File: src/rtl/data_memory_arbiter.sv
// data_memory_arbiter: shares a single-port data memory between the pipeline
// memory stage (port 0, fixed priority) and a secondary master (port 1) that
// is guaranteed forward progress by a starvation counter. Read data is routed
// back to its owner through a READ_LATENCY-deep tag pipeline.
// Optional build macro: DM_ARB_STATS_EN adds stat_conflicts / stat_forced.
module data_memory_arbiter #(
    parameter int unsigned ADDR_W       = 32,
    parameter int unsigned DATA_W       = 32,
    parameter int unsigned READ_LATENCY = 1,
    parameter int unsigned STARVE_LIMIT = 4
) (
    input  logic              clock,
    input  logic              reset,
    input  logic              p0_req,
    input  logic              p0_we,
    input  logic [ADDR_W-1:0] p0_addr,
    input  logic [DATA_W-1:0] p0_wdata,
    output logic              p0_gnt,
    output logic              p0_rvalid,
    output logic [DATA_W-1:0] p0_rdata,
    input  logic              p1_req,
    input  logic              p1_we,
    input  logic [ADDR_W-1:0] p1_addr,
    input  logic [DATA_W-1:0] p1_wdata,
    output logic              p1_gnt,
    output logic              p1_rvalid,
    output logic [DATA_W-1:0] p1_rdata,
    output logic [ADDR_W-1:0] mem_addr,
    output logic              mem_we,
    output logic [DATA_W-1:0] mem_wdata,
    input  logic [DATA_W-1:0] mem_rdata,
`ifdef DM_ARB_STATS_EN
    output logic [31:0]       stat_conflicts,
    output logic [31:0]       stat_forced,
`endif
    output logic              stall
);

    localparam int unsigned       CNT_W = 4;
    localparam int unsigned       LAST  = READ_LATENCY - 1;
    localparam logic [CNT_W-1:0]  LIMIT = CNT_W'(STARVE_LIMIT);

    logic                    force_p1;
    logic [CNT_W-1:0]        starve_cnt_q, starve_cnt_d;
    logic [READ_LATENCY-1:0] tag_valid_q, tag_valid_d;
    logic [READ_LATENCY-1:0] tag_owner_q, tag_owner_d;
    logic [ADDR_W-1:0]       last_addr_q, last_addr_d;
    logic [DATA_W-1:0]       p0_rdata_q, p0_rdata_d;
    logic [DATA_W-1:0]       p1_rdata_q, p1_rdata_d;

    // Arbitration, memory mux, starvation counter, tag shift and read routing
    always_comb begin
        force_p1 = (starve_cnt_q == LIMIT) && p1_req;
        p1_gnt   = !reset && p1_req && (!p0_req || force_p1);
        p0_gnt   = !reset && p0_req && !p1_gnt;
        stall    = !reset && p0_req && !p0_gnt;

        mem_we    = 1'b0;
        mem_addr  = last_addr_q;
        mem_wdata = '0;
        if (p0_gnt) begin
            mem_we    = p0_we;
            mem_addr  = p0_addr;
            mem_wdata = p0_wdata;
        end else if (p1_gnt) begin
            mem_we    = p1_we;
            mem_addr  = p1_addr;
            mem_wdata = p1_wdata;
        end
        last_addr_d = mem_addr;

        starve_cnt_d = '0;
        if (p1_req && !p1_gnt) begin
            starve_cnt_d = (starve_cnt_q == LIMIT) ? starve_cnt_q : starve_cnt_q + CNT_W'(1);
        end

        tag_valid_d    = '0;
        tag_owner_d    = '0;
        tag_valid_d[0] = (p0_gnt || p1_gnt) && !mem_we;
        tag_owner_d[0] = p1_gnt;
        for (int unsigned i = 1; i < READ_LATENCY; i++) begin
            tag_valid_d[i] = tag_valid_q[i-1];
            tag_owner_d[i] = tag_owner_q[i-1];
        end

        p0_rvalid  = tag_valid_q[LAST] && !tag_owner_q[LAST];
        p1_rvalid  = tag_valid_q[LAST] && tag_owner_q[LAST];
        p0_rdata   = p0_rvalid ? mem_rdata : p0_rdata_q;
        p1_rdata   = p1_rvalid ? mem_rdata : p1_rdata_q;
        p0_rdata_d = p0_rdata;
        p1_rdata_d = p1_rdata;
    end

    // State registers; reset flushes in-flight read tags
    always_ff @(posedge clock or posedge reset) begin
        if (reset) begin
            starve_cnt_q <= '0;
            tag_valid_q  <= '0;
            tag_owner_q  <= '0;
            last_addr_q  <= '0;
            p0_rdata_q   <= '0;
            p1_rdata_q   <= '0;
        end else begin
            starve_cnt_q <= starve_cnt_d;
            tag_valid_q  <= tag_valid_d;
            tag_owner_q  <= tag_owner_d;
            last_addr_q  <= last_addr_d;
            p0_rdata_q   <= p0_rdata_d;
            p1_rdata_q   <= p1_rdata_d;
        end
    end

`ifdef DM_ARB_STATS_EN
    logic [31:0] conflicts_q, conflicts_d;
    logic [31:0] forced_q, forced_d;

    // Count contention cycles and port-1 grants won over a competing port 0
    always_comb begin
        conflicts_d = conflicts_q;
        forced_d    = forced_q;
        if (p0_req && p1_req) begin
            conflicts_d = conflicts_q + 32'd1;
        end
        if (p1_gnt && force_p1 && p0_req) begin
            forced_d = forced_q + 32'd1;
        end
    end

    // Statistics registers
    always_ff @(posedge clock or posedge reset) begin
        if (reset) begin
            conflicts_q <= '0;
            forced_q    <= '0;
        end else begin
            conflicts_q <= conflicts_d;
            forced_q    <= forced_d;
        end
    end

    assign stat_conflicts = conflicts_q;
    assign stat_forced    = forced_q;
`endif

endmodule

File: config.mk
export PLATFORM = sky130hd
export DESIGN_NAME = data_memory_arbiter
export DESIGN_NICKNAME = d
export VERILOG_FILES = /design/src/rtl/data_memory_arbiter.sv
export SDC_FILE = /design/constraint.sdc
export NUM_CORES = 1
export LEC_CHECK = 0
export ABC_AREA = 1
export CAP_MARGIN = 20
export CELL_PAD_IN_SITES_DETAIL_PLACEMENT = 0
export CELL_PAD_IN_SITES_GLOBAL_PLACEMENT = 1
export CORE_ASPECT_RATIO = 2
export CORE_MARGIN = 4
export CORE_UTILIZATION = 22
export CTS_BUF_LIST = sky130_fd_sc_hd__clkbuf_8 sky130_fd_sc_hd__clkbuf_16
export DETAILED_ROUTE_END_ITERATION = 8
export PLACE_DENSITY = 0.8
export SYNTH_ARGS = -nofsm -noshare
export SYNTH_HDL_FRONTEND = slang
export SYNTH_SLANG_ARGS = --single-unit
File: constraint.sdc
create_clock -name clock -period 4.6 [get_ports clock]
set_input_delay 0.69 -clock clock [delete_from_list [all_inputs] [get_ports clock]]
set_output_delay 0.69 -clock clock [all_outputs]
set_load 0.02 [all_outputs]
==> results of run 1 <==
[layer usage]
metal | routed length (µm) | vias up | track usage (%) | part of all wire (%)
met5 | 21 | - | 0 | 0.12
met4 | 928 | 4 | 8.97 | 5.2
met3 | 1400 | 43 | 4.54 | 7.8
met2 | 9220 | 251 | 26.7 | 51
met1 | 6400 | 2185 | 14.8 | 36
li1 | - | 2363 | - | -
[worst register-to-register path, cell delays in order (launching register included)]
cell,delay (ps)
dfrtp_1,410
inv_1,90
ha_1,230
nand3_4,130
nand2_1,80
nand2_2,90
buf_12,250
nand3_1,170
o21ai_0,90
inv_1,80
[layout by cell type, fill, tap and decap left out, types with 3 or more instances in the layout]
master,n
buf_12,3
nor2_1,3
a21oi_1,3
inv_1,43
clkdlybuf4s50_1,299
nand2_1,207
o21ai_0,67
clkbuf_16,9
nand3_1,92
dfrtp_1,102
inv_2,3
buf_4,4
[cell type report]
type | count | area (µm²) | area share, %
Clock buffer | 11 | 253 | 3.10
Sequential cell | 102 | 2550 | 31.3
Multi-Input combinational cell | 381 | 1690 | 20.8
Inverter | 47 | 180 | 2.21
Tap cell | 266 | 333 | 4.08
Clock inverter | 5 | 57.6 | 0.706
Timing Repair Buffer | 306 | 3080 | 37.8
[Yosys cell counts, types with 2 or more instances]
master	count	area share, %
nand3_1	92	10
a21oi_1	3	0.32
dfrtp_1	102	55
o21ai_0	67	7.3
nand2_1	208	17
nor2_1	3	0.24
inv_2	3	0.24
buf_6	7	1.7
ha_1	2	0.54
clkbuf_1	16	1.3
inv_1	44	3.6
buf_2	11	1.2
[registers in the layout (all words and copies together) (netlist names)]
signal,flops
last_addr_q,32
p0_rdata_q,32
tag_owner_q,1
tag_valid_q,1
p1_rdata_q,32
starve_cnt_q,4
[per-stage QoR]
stage | utilization [%] | power, mW | cell area, µm² | hold slack, ps | setup WS, ps
2_1_floorplan | - | 1.69 | 4620 | 542 | 584
6_report | 39.7 | 3.10 | 8150 | 499 | 982
5_1_grt | 39.7 | 3.27 | 8150 | 516 | 741
3_5_place_dp | 38.1 | 2.34 | 7820 | 486 | 940
3_3_place_gp | 38.1 | 2.33 | 7820 | 477 | 937
4_1_cts | 39.6 | 3.15 | 8130 | 505 | 940
[path summary, 6_finish.rpt]
check,startpoint,end,slack (ps),cells after the start
min in group asynchronous,reset,starve_cnt_q[0],580,2
max in group asynchronous,reset,p1_rdata_q[6],3020,3
worst min register to register,p1_rdata_q[12],p1_rdata_q[12],500,2
worst max-delay path,reset,mem_wdata[31],980,10
worst max register to register,starve_cnt_q[0],last_addr_q[28],2870,9
worst min-delay path,p1_rdata_q[12],p1_rdata_q[12],500,2
[cell families after synthesis]
family | share of synthesized area [%]
adder cells (fa/ha/maj) | 0.541
XOR/XNOR | 0.379
AO/OA/AOI/OAI | 7.93
AND/OR/NAND/NOR | 27.7
flip-flops | 55.2
buffers and inverters | 8.18
[where the power goes]
group	internal, mW	switching [mW]
Combinational	0.558	0.622
Sequential	1.08	0.0492
Clock	0.452	0.337
==> run_results.csv, run 1 <==
group,metric,value,unit
timing,max_slew_margin,36.6,%
timing,skew,6.30,ps
clock_tree,h-tree-depth,3,
yosys,synth.avg_cell_area,8.18,µm²
yosys,ys_async_sr_fraction,100,%
die,core,20600,µm²
critical_path,start_kind,"input port",
yosys,ys_seq_elements,102,
die,fp-row-count,74,
power,power.density,380,nW/µm²
timing,fmax,0.276,GHz
clock_tree,cts_root_buf,"clkbuf_16",
timing,rsz0062_at_grt,"no",
detailed_routing,finalWirelength,18000,µm
yosys,syn_area,4620,µm²
clock_tree,ctsResizeCount,0,
timing,final.setup.tns,0,ps
clock_tree,post-cts-setup-buffer-count,0,
critical_path,required,3910,ps
timing,final.min_clock_period,3620,ps
job,maxCapViolations,0,
yosys,yosys_warnings,0,
global_routing,grtUsageTotal,14.8,%
critical_path,crit_slowest_cell,"clkdlybuf4s50_1",
yosys,synthCells,565,
critical_path,worst-path-buf-inv,5,
die,io-pin-count,300,
global_routing,gr-total-overflow,0,
die,initial_utilization,22.5,%
critical_path,crit_path_max_incr_delay,600,ps
timing,setup_violations,0,
clock_tree,ctsLongestPathBuffers,2,
global_routing,grt_max_degree,67,
timing,finalHoldViolations,0,
detailed_routing,first_iter_violations,167,
critical_path,crit_path_end_kind,"output pin",
layout,layout-drive-gt1-share,3.64,%
layout,instances_no_fill,1118,
detailed_routing,postRouteAntennaNets,0,
placed_design,dpl.cell_count,1101,
die,die_w,110,µm
timing,min_period_over_period,78.6,%
clock_tree,cts_hold_buf,0,
detailed_routing,first_pass_iters,4,
yosys,yosysSeqAreaShare,55.2,%
power,total_leakage_power,3.71,nW
detailed_routing,drc_errors,0,
critical_path,path_cells,"clkdlybuf4s50_1 -> clkinvlp_4 -> nand2_1 -> inv_1 -> nand2_2 -> nand2_1 -> inv_2 -> nand2_1 -> nand2_1 -> clkdlybuf4s50_1",
critical_path,cp_max_fo,33,
clock_tree,cts_tree,"built",
placed_design,place.gp.congestion,0.818,
timing,final-max-slew-violation-count,0,
critical_path,crit_type,"in2out",
global_routing,grt_pass1_vias,5065,
clock_tree,clk-insertion-delay-late,340,ps
power,vdd_drop_max,0.155,mV
timing,worst_pin_slew,951,ps
critical_path,critical-path-top-delay-family,"buffers and inverters",
layout,antenna_cells,0,
detailed_routing,vias_per_cell,4.33,
clock_tree,numCtsBuffers,9,
layout,nFillCells,2153,
global_routing,antenna_found_initial,2,
critical_path,worstPathArrival,2930,ps
global_routing,grt_first_pass_wirelength,27200,µm
die,die-area,23500,µm²
yosys,syn-num-nets,733,
layout,synthToLayoutAreaGrowth,76.4,%
placed_design,place_hpwl,13900,µm
detailed_routing,vias,4846,
yosys,synth_ff_type,"dfrtp_1",
layout,fin_nets,1015,
yosys,synth_edf_count,0,
detailed_routing,wl_per_cell,16.1,µm
clock_tree,path_clk_slew,70,ps
die,die_h,213,µm
placed_design,io_buffer_count,299,
critical_path,critPathMostFrequentCell,"nand2_1",
hold_path,hold_path_class,"reg2reg",
clock_tree,cts_num_sinks,102,
run_status,status,"complete, no violations",
yosys,synth.distinct_cells,19,
Note: power is estimated with default switching activity, not from simulation.
==> inputs of run 2 (changes only) <==
Settings changed: CORE_UTILIZATION 22 to 25, PLACE_DENSITY 0.8 to 0.85.
Clock period 4.6 ns to 3.6 ns, I/O delays scaled along.
==> run 2 against run 1 <==
Compared with the run above: clock power grew 28%; count of clock-buffer cells in the layout fell by 2; sequential cell count is the same; critical path depth fell by 1; setup slack got worse by 570 ps; die area fell by 11%; first-iteration DRC count rose by 7.8%; highest routed layer is now met4.
==> run_results.csv, run 2 (synthesis gave the netlist of run 1 again) <==
group,metric,value,unit
run_status,status,"complete, no violations",
die,die_h,200,µm
die,io-pin-count,300,
clock_tree,ctsResizeCount,0,
critical_path,timing.rr.start,"starve_cnt_q[0]",
global_routing,gr-total-overflow,0,
timing,max_slew_margin,42.4,%
timing,rsz0062_at_grt,"no",
hold_path,hold_path_class,"reg2reg",
timing,fmax,0.314,GHz
global_routing,grt_max_degree,70,
critical_path,crit_path_max_incr_delay,650,ps
placed_design,place.gp.congestion,0.844,
timing,skew,18.2,ps
critical_path,cp_max_fo,54,
clock_tree,cts_tree,"built",
job,maxCapViolations,0,
critical_path,critical-path-top-delay-family,"buffers and inverters",
die,die-area,20900,µm²
layout,final_cell_mix,"clkdlybuf4s50_1 (299), nand2_1 (178), dfrtp_1 (102)",
timing,min_period_over_period,88.6,%
clock_tree,ctsLongestPathBuffers,2,
critical_path,crit_slowest_cell,"clkdlybuf4s50_1",
layout,multi_input_area,1940,µm²
critical_path,crit_path_end_kind,"output pin",
die,core,18200,µm²
critical_path,worst-path-buf-inv,5,
placed_design,place_hpwl,12700,µm
power,vdd_drop_max,0.210,mV
detailed_routing,vias,4680,
layout,instances_no_fill,1072,
hold_path,hp-start,"p0_rdata_q[12]",
critical_path,start_kind,"input port",
timing,finalHoldViolations,0,
clock_tree,cts_hold_buf,0,
die,initial_utilization,25.4,%
layout,reg.largest.list,"last_addr_q: 32 flops, p0_rdata_q: 32 flops, p1_rdata_q: 32 flops",
critical_path,worstPathArrival,2650,ps
timing,worst_pin_slew,864,ps
clock_tree,cts_num_sinks,102,
layout,nFillCells,1789,
clock_tree,post-cts-setup-buffer-count,0,
clock_tree,numCtsBuffers,9,
detailed_routing,vias_per_cell,4.37,
critical_path,required,3060,ps
layout,fin_nets,1019,
global_routing,antenna_found_initial,0,
clock_tree,cts_root_buf,"clkbuf_16",
placed_design,dpl.cell_count,1056,
global_routing,grtUsageTotal,15.7,%
layout,regArea,2550,µm²
power,total_leakage_power,3.86,nW
critical_path,crit_type,"in2out",
detailed_routing,first_pass_iters,5,
layout,layout_commonest_cell,"clkdlybuf4s50_1",
critical_path,path_cells,"clkdlybuf4s50_1 -> clkinvlp_4 -> nand2_1 -> inv_1 -> nand2_2 -> buf_12 -> nand3_1 -> nand3_2 -> clkdlybuf4s50_1",
clock_tree,clk-insertion-delay-late,350,ps
global_routing,grt_pass1_vias,4874,
clock_tree,h-tree-depth,3,
timing,setup_violations,0,
layout,antenna_cells,0,
clock_tree,path_clk_slew,70,ps
layout,synthToLayoutAreaGrowth,81.5,%
detailed_routing,wl_per_cell,15.3,µm
placed_design,io_buffer_count,299,
layout,post-route-util,46.0,%
critical_path,critPathMostFrequentCell,"clkdlybuf4s50_1",
detailed_routing,drc_errors,0,
timing,hold_slack,496,ps
layout,layout-drive-gt1-share,11.7,%
power,power.density,474,nW/µm²
global_routing,grt_first_pass_wirelength,26400,µm
critical_path,worstSetupStartpoint,"reset",
timing,final-max-slew-violation-count,0,
detailed_routing,postRouteAntennaNets,0,
die,fp-row-count,70,
timing,final.min_clock_period,3190,ps
detailed_routing,first_iter_violations,180,
detailed_routing,finalWirelength,16400,µm
die,die_w,104,µm
==> run 2: area by class of cell <==
cell class / instances / share of cell area, %
clock inverters: 7 / 1.12
well taps: 216 / 3.22
multi-input cells: 381 / 23.1
inverters: 47 / 2.15
repair buffers: 310 / 37.3
clock buffers: 9 / 2.68
flip-flops and latches: 102 / 30.4
==> run 2: path summary, 6_finish.rpt <==
| kind | to | slack (ps) | cells after the start |
|---|---|---|---|
| max | mem_addr[8] | 410 | 9 |
| min | p0_rdata_q[12] | 500 | 2 |
| max reg2reg | last_addr_q[29] | 1960 | 9 |
| min reg2reg | p0_rdata_q[12] | 500 | 2 |
| max in group asynchronous | p0_rdata_q[29] | 2150 | 3 |
| min in group asynchronous | last_addr_q[9] | 720 | 3 |
==> run 2: where the power goes <==
| part | total, mW | switching (mW) | internal (mW) |
|---|---|---|---|
| Sequential | 1.44 | 0.0631 | 1.38 |
| Clock | 1.01 | 0.502 | 0.507 |
| Combinational | 1.53 | 0.794 | 0.731 |
| Total | 3.97 | 1.36 | 2.61 |
==> run 2: worst min-delay path, stage by stage, from the launching register on <==
cell and delay, ps:
dfrtp_1 320, nand2_1 40, o21ai_0 90
==> run 2: layer usage <==
metal	routed length [µm]	track usage, %	share of wire, %	up-vias
li1	-	-	-	2370
met1	6210	17.3	38	2145
met2	9030	29.4	55	147
met3	800	3.58	4.9	18
met4	386	5.04	2.3	0
met5	0	0	0	-
==> run 2: through the flow <==
step	power [mW]	setup WS, ps	setup TNS, ps	cell area [µm²]
after global routing	4.21	294	0	8390
after detailed placement	3.01	421	0	8070
final	3.97	411	0	8390
after CTS	4.05	416	0	8390
after floorplan	2.19	-29.2	-1430	4920
after global placement	2.99	452	0	8070
==> inputs of run 3 (changes only) <==
Settings changed: GPL_TIMING_DRIVEN set to 0.
==> run 3 against run 2 <==
Compared with the run above: via count is 4.8% higher; count of clock-buffer cells in the layout increased by 1; critical path depth increased by 2; sequential cell count is the same; final area up 2.9%; core utilization grew 1.3 points; largest power group unchanged.
==> run_results.csv, run 3 (synthesis gave the netlist of run 1 again) <==
group,metric,value,unit
timing,max_slew_margin,37.3,%
detailed_routing,first_pass_iters,4,
power,power.density,460,nW/µm²
clock_tree,h-tree-depth,3,
layout,final_cell_mix,"clkdlybuf4s50_1 (263), nand2_1 (179), dfrtp_1 (102)",
timing,worst_pin_slew,936,ps
global_routing,grtUsageTotal,17.5,%
placed_design,dpl.cell_count,1082,
detailed_routing,vias_per_cell,4.46,
layout,instances_no_fill,1101,
power,total_leakage_power,4.45,nW
placed_design,pre_cts_slack,-762,ps
power,vdd_drop_max,0.286,mV
timing,skew,8.52,ps
detailed_routing,first_iter_violations,162,
die,die_w,104,µm
timing,fmax,0.287,GHz
global_routing,antenna_found_initial,0,
power,p_total,3.97,mW
power,power.switching,1.36,mW
layout,fin_nets,1048,
detailed_routing,finalWirelength,18500,µm
placed_design,place_hpwl,14800,µm
timing,setup_violations,0,
die,core,18200,µm²
hold_path,hold_path_class,"reg2reg",
critical_path,crit_type,"in2out",
layout,layout_commonest_cell,"clkdlybuf4s50_1",
power,p_int,2.62,mW
layout,regArea,2550,µm²
job,maxCapViolations,0,
layout,nFillCells,1817,
layout,layout-drive-gt1-share,13.1,%
global_routing,gr-total-overflow,0,
clock_tree,numCtsBuffers,9,
critical_path,worstPathArrival,2950,ps
clock_tree,cts_hold_buf,0,
critical_path,crit_path_end_kind,"output pin",
critical_path,r2r_cells,9,
power,power.share.clock,24.5,%
clock_tree,ctsLongestPathBuffers,2,
critical_path,start_kind,"input port",
placed_design,io_buffer_count,299,
die,die-area,20900,µm²
detailed_routing,drc_errors,0,
clock_tree,path_clk_slew,70,ps
timing,rsz0062_at_grt,"no",
timing,final.min_clock_period,3490,ps
die,initial_utilization,25.4,%
global_routing,grt_pass1_vias,5178,
power,switching_share,34.1,%
clock_tree,cts_tree,"built",
timing,final-max-slew-violation-count,0,
die,die_h,200,µm
global_routing,grt_max_degree,41,
detailed_routing,postRouteAntennaNets,0,
run_status,status,"complete, no violations",
hold_path,whs_path_depth,2,
layout,multi_input_area,1940,µm²
critical_path,worst-r2r-setup-slack,2000,ps
critical_path,cp_max_fo,32,
clock_tree,cts_num_sinks,102,
global_routing,grt_first_pass_wirelength,28900,µm
layout,antenna_cells,0,
clock_tree,cts_root_buf,"clkbuf_16",
timing,min_period_over_period,96.9,%
clock_tree,clk-insertion-delay-late,350,ps
die,fp-row-count,70,
detailed_routing,vias,4906,
layout,reg.largest.list,"last_addr_q: 32 flops, p0_rdata_q: 32 flops, p1_rdata_q: 32 flops",
die,io-pin-count,300,
detailed_routing,wl_per_cell,16.8,µm
power,combPwrFrac,39.3,%
timing,finalHoldViolations,0,
timing,fin_ws,111,ps
power,pwr-share-seq,36.3,%
critical_path,required,3060,ps
placed_design,place.gp.congestion,0.826,
layout,synthToLayoutAreaGrowth,86.8,%
==> run 3: stage by stage <==
| stage | hold WS [ps] | setup TNS [ps] | instance area, µm² | utilization [%] |
|---|---|---|---|---|
| 5_1_grt | 520 | 0 | 8630 | 47.4 |
| 3_5_place_dp | 485 | -45920 | 8220 | 45.1 |
| 4_1_cts | 502 | 0 | 8520 | 46.8 |
| 6_report | 498 | 0 | 8630 | 47.4 |
| 2_1_floorplan | 542 | -1430 | 4920 | - |
| 3_3_place_gp | 478 | -184870 | 8180 | 44.9 |
==> run 3: final timing paths <==
path                                      start               to
worst max-delay path                      reset     mem_addr[27]
worst min-delay path             p1_rdata_q[23]   p1_rdata_q[23]
worst max register to register  starve_cnt_q[0]  last_addr_q[27]
worst min register to register   p1_rdata_q[23]   p1_rdata_q[23]
max in group asynchronous                 reset   p1_rdata_q[22]
min in group asynchronous                 reset   p0_rdata_q[29]
==> run 3: worst max-delay path, cell delays in order <==
cell             delay [ps]
clkdlybuf4s50_1         580
clkinvlp_4              160
buf_12                  190
nand2_1                 140
inv_1                    80
nand2_2                 100
buf_6                   160
buf_6                   160
nand3_1                 100
nand3_2                  80
clkdlybuf4s50_1         620
==> run 3: final cells by class <==
| cell class | instances | share of cell area (%) |
|---|---|---|
| tap | 216 | 3.13 |
| clock buffer | 10 | 2.77 |
| timing repair buffer | 303 | 36.4 |
| timing repair inverter | 1 | 0.0580 |
| multi-input combinational | 381 | 22.5 |
| clock inverter | 6 | 0.594 |
| sequential | 102 | 29.6 |
| inverter | 47 | 2.12 |
| buffer | 35 | 2.88 |
==> run 3: metal layers <==
metal | wire length (µm) | share of wire, % | GRT usage (%)
met1 | 6640 | 36 | 18.4
met2 | 10500 | 56 | 33.6
met3 | 823 | 4.4 | 3.13
met4 | 597 | 3.2 | 7.51
met5 | 0 | 0 | 0
==> run 3: power by group through the flow <==
stage	clock (mW)	sequential [mW]	combinational (mW)
global placement	0	1.46	1.57
finish	0.972	1.44	1.56
CTS	1.01	1.44	1.59
global route	1.06	1.46	1.67
detailed placement	0	1.46	1.58
floorplan	0	1.45	0.743
==> run 3: timing repair <==
item                       CTS  global route
resized for setup            3            37
gates cloned                 1             0
pin swaps                    0             0
setup endpoints to repair   68            58
setup buffers                1             1
==> edit 1: new RTL, flow settings as in run 2 <==
The option `DM_ARB_STATS_EN` is turned on by a define.
--- a/src/rtl/data_memory_arbiter.sv
+++ b/src/rtl/data_memory_arbiter.sv
@@ -3,6 +3,8 @@
 // is guaranteed forward progress by a starvation counter. Read data is routed
 // back to its owner through a READ_LATENCY-deep tag pipeline.
 // Optional build macro: DM_ARB_STATS_EN adds stat_conflicts / stat_forced.
+`define DM_ARB_STATS_EN
+
 module data_memory_arbiter #(
     parameter int unsigned ADDR_W       = 32,
     parameter int unsigned DATA_W       = 32,
Formal check against the unedited RTL (old outputs only; new: stat_conflicts and stat_forced): equivalent (Yosys induction, for registers that start in step).
==> edit 1 against run 2 <==
  * Clock power up 100%
  * Highest routed layer is now met5
  * Total power up 60%
  * Synthesized area up 72%
  * Worst setup slack worse by 210 ps
  * Utilization down 3.1 points
  * Clock skew down 6.3 ps
  * Critical path type is now reg2out
  * Die area up 67%
  * Routed wire length up 83%
  * Sequential cell count up 64
  * Sequential power up 59%
  * Fmax down 6.2%
  * Design area up 61%
  * Non-clock buffer count up 72
  * Cell count up 64%
==> edit 1: results (changes against run 2) <==
| Metric | Value |
|---|---|
| Port Buffers | `363 (+21%)` |
| RR Endpoint | `stat_forced[19]` |
| Synth top cells by count | `nand2_1 (281), dfrtp_1 (166), inv_1 (107)` |
| Crit path max fanout | `59 (+9.3%)` |
| WS Path Type | `reg2out` |
| Clock Skew | `11.98 ps (-6.261 ps)` |
| DP HPWL | `23680 um (+86%)` |
| Seq/Total Area, Yosys | `0.5226 (-0.02981)` |
| Multi-input gates | `639 (+68%)` |
| GR Layer Usage met3 | `0.04530 (+0.009501)` |
| Largest cells by area after synthesis | `dfrtp_1 (52%), nand2_1 (13%), inv_1 (5.1%)` |
| Status | `finished, final reports clean` |
| Routed vias/inst | `4.429 (+1.5%)` |
| FP Rows | `92 (+31%)` |
| N_diodes | `2 (+2)` |
| Post-synth ARST share | `1.000 (unchanged)` |
| Ys flop type | `dfrtp_1` |
| FF-to-FF setup slack | `1630 ps (-330 ps)` |
| Lkg Pwr | `5.926 nW (+53%)` |
| GRT Overall Usage | `0.1727 (+0.01570)` |
| Hold_sp | `p0_rdata_q[13]` |
| Arr. time, crit path | `2860 ps (+210 ps)` |
| Layout cells sized above 1 | `0.1074 (-0.009465)` |
| H-tree depth | `4 (+1)` |
| GR met1 Demand/Resource | `0.1884 (+0.01569)` |
| NonClk Buf Share | `0.2844 (-0.08825)` |
| Crit path capture | `mem_addr[23]` |
| Placed inst area | `0.01285 sq mm (+59%)` |
| Gpl congestion | `0.9611 (+14%)` |
| 1st-iter DRT viols | `356 (+98%)` |
| Netlist cell types | `30 (+11)` |
| Clock buffer cells | `18 (+9)` |
| Peak supply drop | `0.0003360 V (+60%)` |
| Clk_lat worst skew | `440 ps (+90 ps)` |
| Layout fillers | `3066 (+71%)` |
| Slowest-stage cell, CP | `clkdlybuf4s50_1` |
| Worst-Margin Slew | `1007 ps (+142.7 ps)` |
| Nets | `1489 (+46%)` |
| Hold Path Sink | `p0_rdata_q[13]` |
| First-pass GRT wire length | `46500 um (+76%)` |
| Multi-input gate area | `0.003896 sq mm (+100%)` |
| Sequential share of cell area | `0.3077 (+0.003424)` |
| WL final | `30100 um (+83%)` |
| Clock-cell share | `0.04801 (+0.009975)` |
| Total clock sinks | `166 (+63%)` |
| Nonclk inv count | `113 (+140%)` |
| Final Util | `0.4296 (-0.03087)` |
| Met2 Use GR | `0.3195 (+0.02527)` |
| Largest net degree at the start of global routing | `167 (+140%)` |
| Vias in the first global route | `8233 (+69%)` |
| Final hold slack | `491.8 ps (-4.552 ps)` |
| Syn nets | `1123 (+53%)` |
| TritonCTS Buffers | `17 (+8)` |
| Non-Clock Buffer Count | `382 (+23%)` |
| Initial antenna violation count | `4 (+4)` |
-- edit 1: logic make-up after synthesis --
family | Yosys count | share of synthesized area
fa+ha+maj | 4 | 0.006296
simple gates | 457 | 0.2415
xor+xnor | 40 | 0.04407
compound gates | 137 | 0.1069
flops | 166 | 0.5226
buf+inv | 148 | 0.07744
mux | 1 | 0.001259
-- edit 1: metal layers --
| layer | share of wire | vias up |
|---|---|---|
| li1 | - | 3791 |
| met1 | 0.38 | 3704 |
| met2 | 0.54 | 244 |
| met3 | 0.056 | 39 |
| met4 | 0.023 | 4 |
| met5 | 0.00093 | - |
-- edit 1: power by group --
group          leakage, nW  internal, mW  switching [mW]
logic                 3.54         0.963            1.07
registers             2.07          2.16           0.129
clock network        0.315          1.20           0.846
total                 5.93          4.32            2.04
-- edit 1: stage by stage --
step                      worst slack [ps]  setup TNS [ps]  std cells
final                                199.3               0       1757
after global routing                 19.11               0       1757
after CTS                            125.6               0       1755
after detailed placement             276.6               0       1723
after global placement               309.1               0       1723
after floorplan                     -920.4          -84500        953
==> edit 2: new RTL, settings of run 2 <==
Without the edit above. Take the reset off `last_addr_q`, `p0_rdata_q` and `p1_rdata_q` and load them in a clocked block of their own.
--- a/src/rtl/data_memory_arbiter.sv
+++ b/src/rtl/data_memory_arbiter.sv
@@ -97,17 +97,17 @@
             starve_cnt_q <= '0;
             tag_valid_q  <= '0;
             tag_owner_q  <= '0;
-            last_addr_q  <= '0;
-            p0_rdata_q   <= '0;
-            p1_rdata_q   <= '0;
         end else begin
             starve_cnt_q <= starve_cnt_d;
             tag_valid_q  <= tag_valid_d;
             tag_owner_q  <= tag_owner_d;
-            last_addr_q  <= last_addr_d;
-            p0_rdata_q   <= p0_rdata_d;
-            p1_rdata_q   <= p1_rdata_d;
         end
+    end
+
+    always_ff @(posedge clock) begin
+        last_addr_q <= last_addr_d;
+        p0_rdata_q  <= p0_rdata_d;
+        p1_rdata_q  <= p1_rdata_d;
     end
 
 `ifdef DM_ARB_STATS_EN
Check against the original RTL: differs if reset is asserted again (counterexample within 4 cycles, from zero or initial values and one cycle with reset high); with reset held inactive, the same outputs for 10 cycles.
==> edit 2 against run 2 <==
  * Sequential cell count did not move
  * Die area fell by 5.3%
  * First-iteration DRC count fell by 56%
  * Largest cell class unchanged
  * Global-route usage rose by 0.25 points
  * Highest routed layer unchanged
  * Synthesized area fell by 5.6%
  * Design area fell by 6.1%
  * Worst setup slack got worse by 69 ps
  * Routed wire length fell by 2.5%
  * Total power fell by 0.71%
  * Critical endpoint is now mem_addr[5]
  * Critical path depth rose by 1
==> edit 2: results (changes against run 2) <==
| Metric | Value |
|---|---|
| Status | `finished, final reports clean` |
| Vias in the first global route | `4580 (-6.0%)` |
| Crit-path max cell delay | `630 ps (-20 ps)` |
| GRT Overall Usage | `0.1595 (+0.002465)` |
| Final hold slack | `467.5 ps (-28.78 ps)` |
| RR Startpoint | `starve_cnt_q[0]` |
| Peak supply drop | `0.0001990 V (-5.3%)` |
| Seq/Total Area, Yosys | `0.4749 (-0.07749)` |
| DP HPWL | `12800 um (+0.69%)` |
| Worst-Margin Slew | `571.4 ps (-292.6 ps)` |
| Largest cells by area after synthesis | `dfxtp_1 (44%), nand2_1 (24%), o21ai_0 (7.3%)` |
| TritonCTS Buffers | `9 (unchanged)` |
| Lkg Pwr | `3.660 nW (-5.2%)` |
| WL/cell | `14.23 um (-7.1%)` |
| Hold_sp | `p0_rdata_q[25]` |
| Layout fillers | `1714 (-4.2%)` |
| Hold Path Sink | `p0_rdata_q[25]` |
| Via count | `4668 (-0.26%)` |
| RR Endpoint | `last_addr_q[7]` |
| Nets | `1078 (+5.8%)` |
| Layout cells sized above 1 | `0.06230 (-0.05453)` |
| Cts repair resizes | `0 (unchanged)` |
| Largest net degree at the start of global routing | `65 (-7.1%)` |
| 1st-iter DRT viols | `80 (-56%)` |
| Drt pass-1 iters | `4 (-1)` |
| Arr. time, crit path | `2720 ps (+70 ps)` |
| First-pass GRT wire length | `24190 um (-8.4%)` |
| Crit path max fanout | `31 (-43%)` |
| Root Driver | `clkbuf_16` |
| Synth top cells by count | `nand2_1 (278), dfxtp_1 (96), inv_1 (71)` |
| Clock Skew | `4.888 ps (-13.35 ps)` |
| Post-synth ARST share | `0.05882 (-0.9412)` |
| Netlist cell types | `23 (+4)` |
| Syn nets | `791 (+7.9%)` |
| Clk_lat worst skew | `340 ps` |
| Longest Clk Path Bufs | `2 (unchanged)` |
| Gpl congestion | `0.8286 (-1.8%)` |
| FF-to-FF setup slack | `1920 ps (-40 ps)` |
## edit 2: power by group
part	switching [mW]	total [mW]	internal, mW
Clock	0.416	1.05	0.635
Combinational	0.758	1.47	0.710
Sequential	0.0598	1.43	1.37
Total	1.23	3.94	2.71
## edit 2: cells by family after synthesis
logic type / after synthesis / synth area share
AO/OA/AOI/OAI: 68 / 0.08059
XOR/XNOR: 2 / 0.004016
adder cells (fa/ha/maj): 2 / 0.005735
buffers and inverters: 108 / 0.1104
flip-flops: 102 / 0.4749
AND/OR/NAND/NOR: 341 / 0.3243
## edit 2: worst max-delay path by stage
stage | to | slack [ps] | cells after the start | startpoint
after floorplan | p0_rdata[0] | 1450 | 4 | tag_owner_q
after global routing | mem_addr[5] | 160 | 10 | reset
after global placement | mem_addr[7] | 340 | 10 | reset
final | mem_addr[5] | 340 | 10 | reset
after detailed placement | mem_addr[7] | 320 | 10 | reset
after CTS | mem_addr[7] | 310 | 10 | reset
## edit 2: layout make-up
| cell class | count | area [sq um] | area share |
|---|---|---|---|
| repair buffers | 308 | 3110 | 0.3951 |
| flip-flops and latches | 102 | 2072 | 0.2632 |
| multi-input cells | 413 | 1812 | 0.2301 |
| clock buffers | 13 | 291.5 | 0.03703 |
| inverters | 76 | 285.3 | 0.03624 |
| well taps | 210 | 262.8 | 0.03338 |
| clock inverters | 3 | 38.79 | 0.004927 |
## edit 2: worst register-to-register path, cell delays in order, from the launching register on
cell	delay [ps]
dfrtp_1	420
inv_1	90
ha_1	200
nand3_4	140
nand2_4	90
buf_4	330
nand3_1	120
nand2_1	80
inv_1	30
nand2_1	110
## edit 2: metal layers
| metal | GRT usage | share of wire | up-vias |
|---|---|---|---|
| met1 | 0.1520 | 0.34 | 1985 |
| li1 | - | - | 2454 |
| met2 | 0.3010 | 0.54 | 205 |
| met4 | 0.06953 | 0.030 | 0 |
| met3 | 0.04957 | 0.086 | 24 |
| met5 | 0 | 0 | - |
## edit 2: stage by stage
stage               worst slack (ps)  instance area, sq um  std cells  total power [mW]
finish                         341.5                  7873       1125             3.945
CTS                            305.9                  7873       1125             4.017
global placement               341.0                  7542       1109             2.927
detailed placement             316.3                  7542       1109             2.939
floorplan                       1449                  4363        623             2.135
global route                   163.7                  7873       1125             4.177
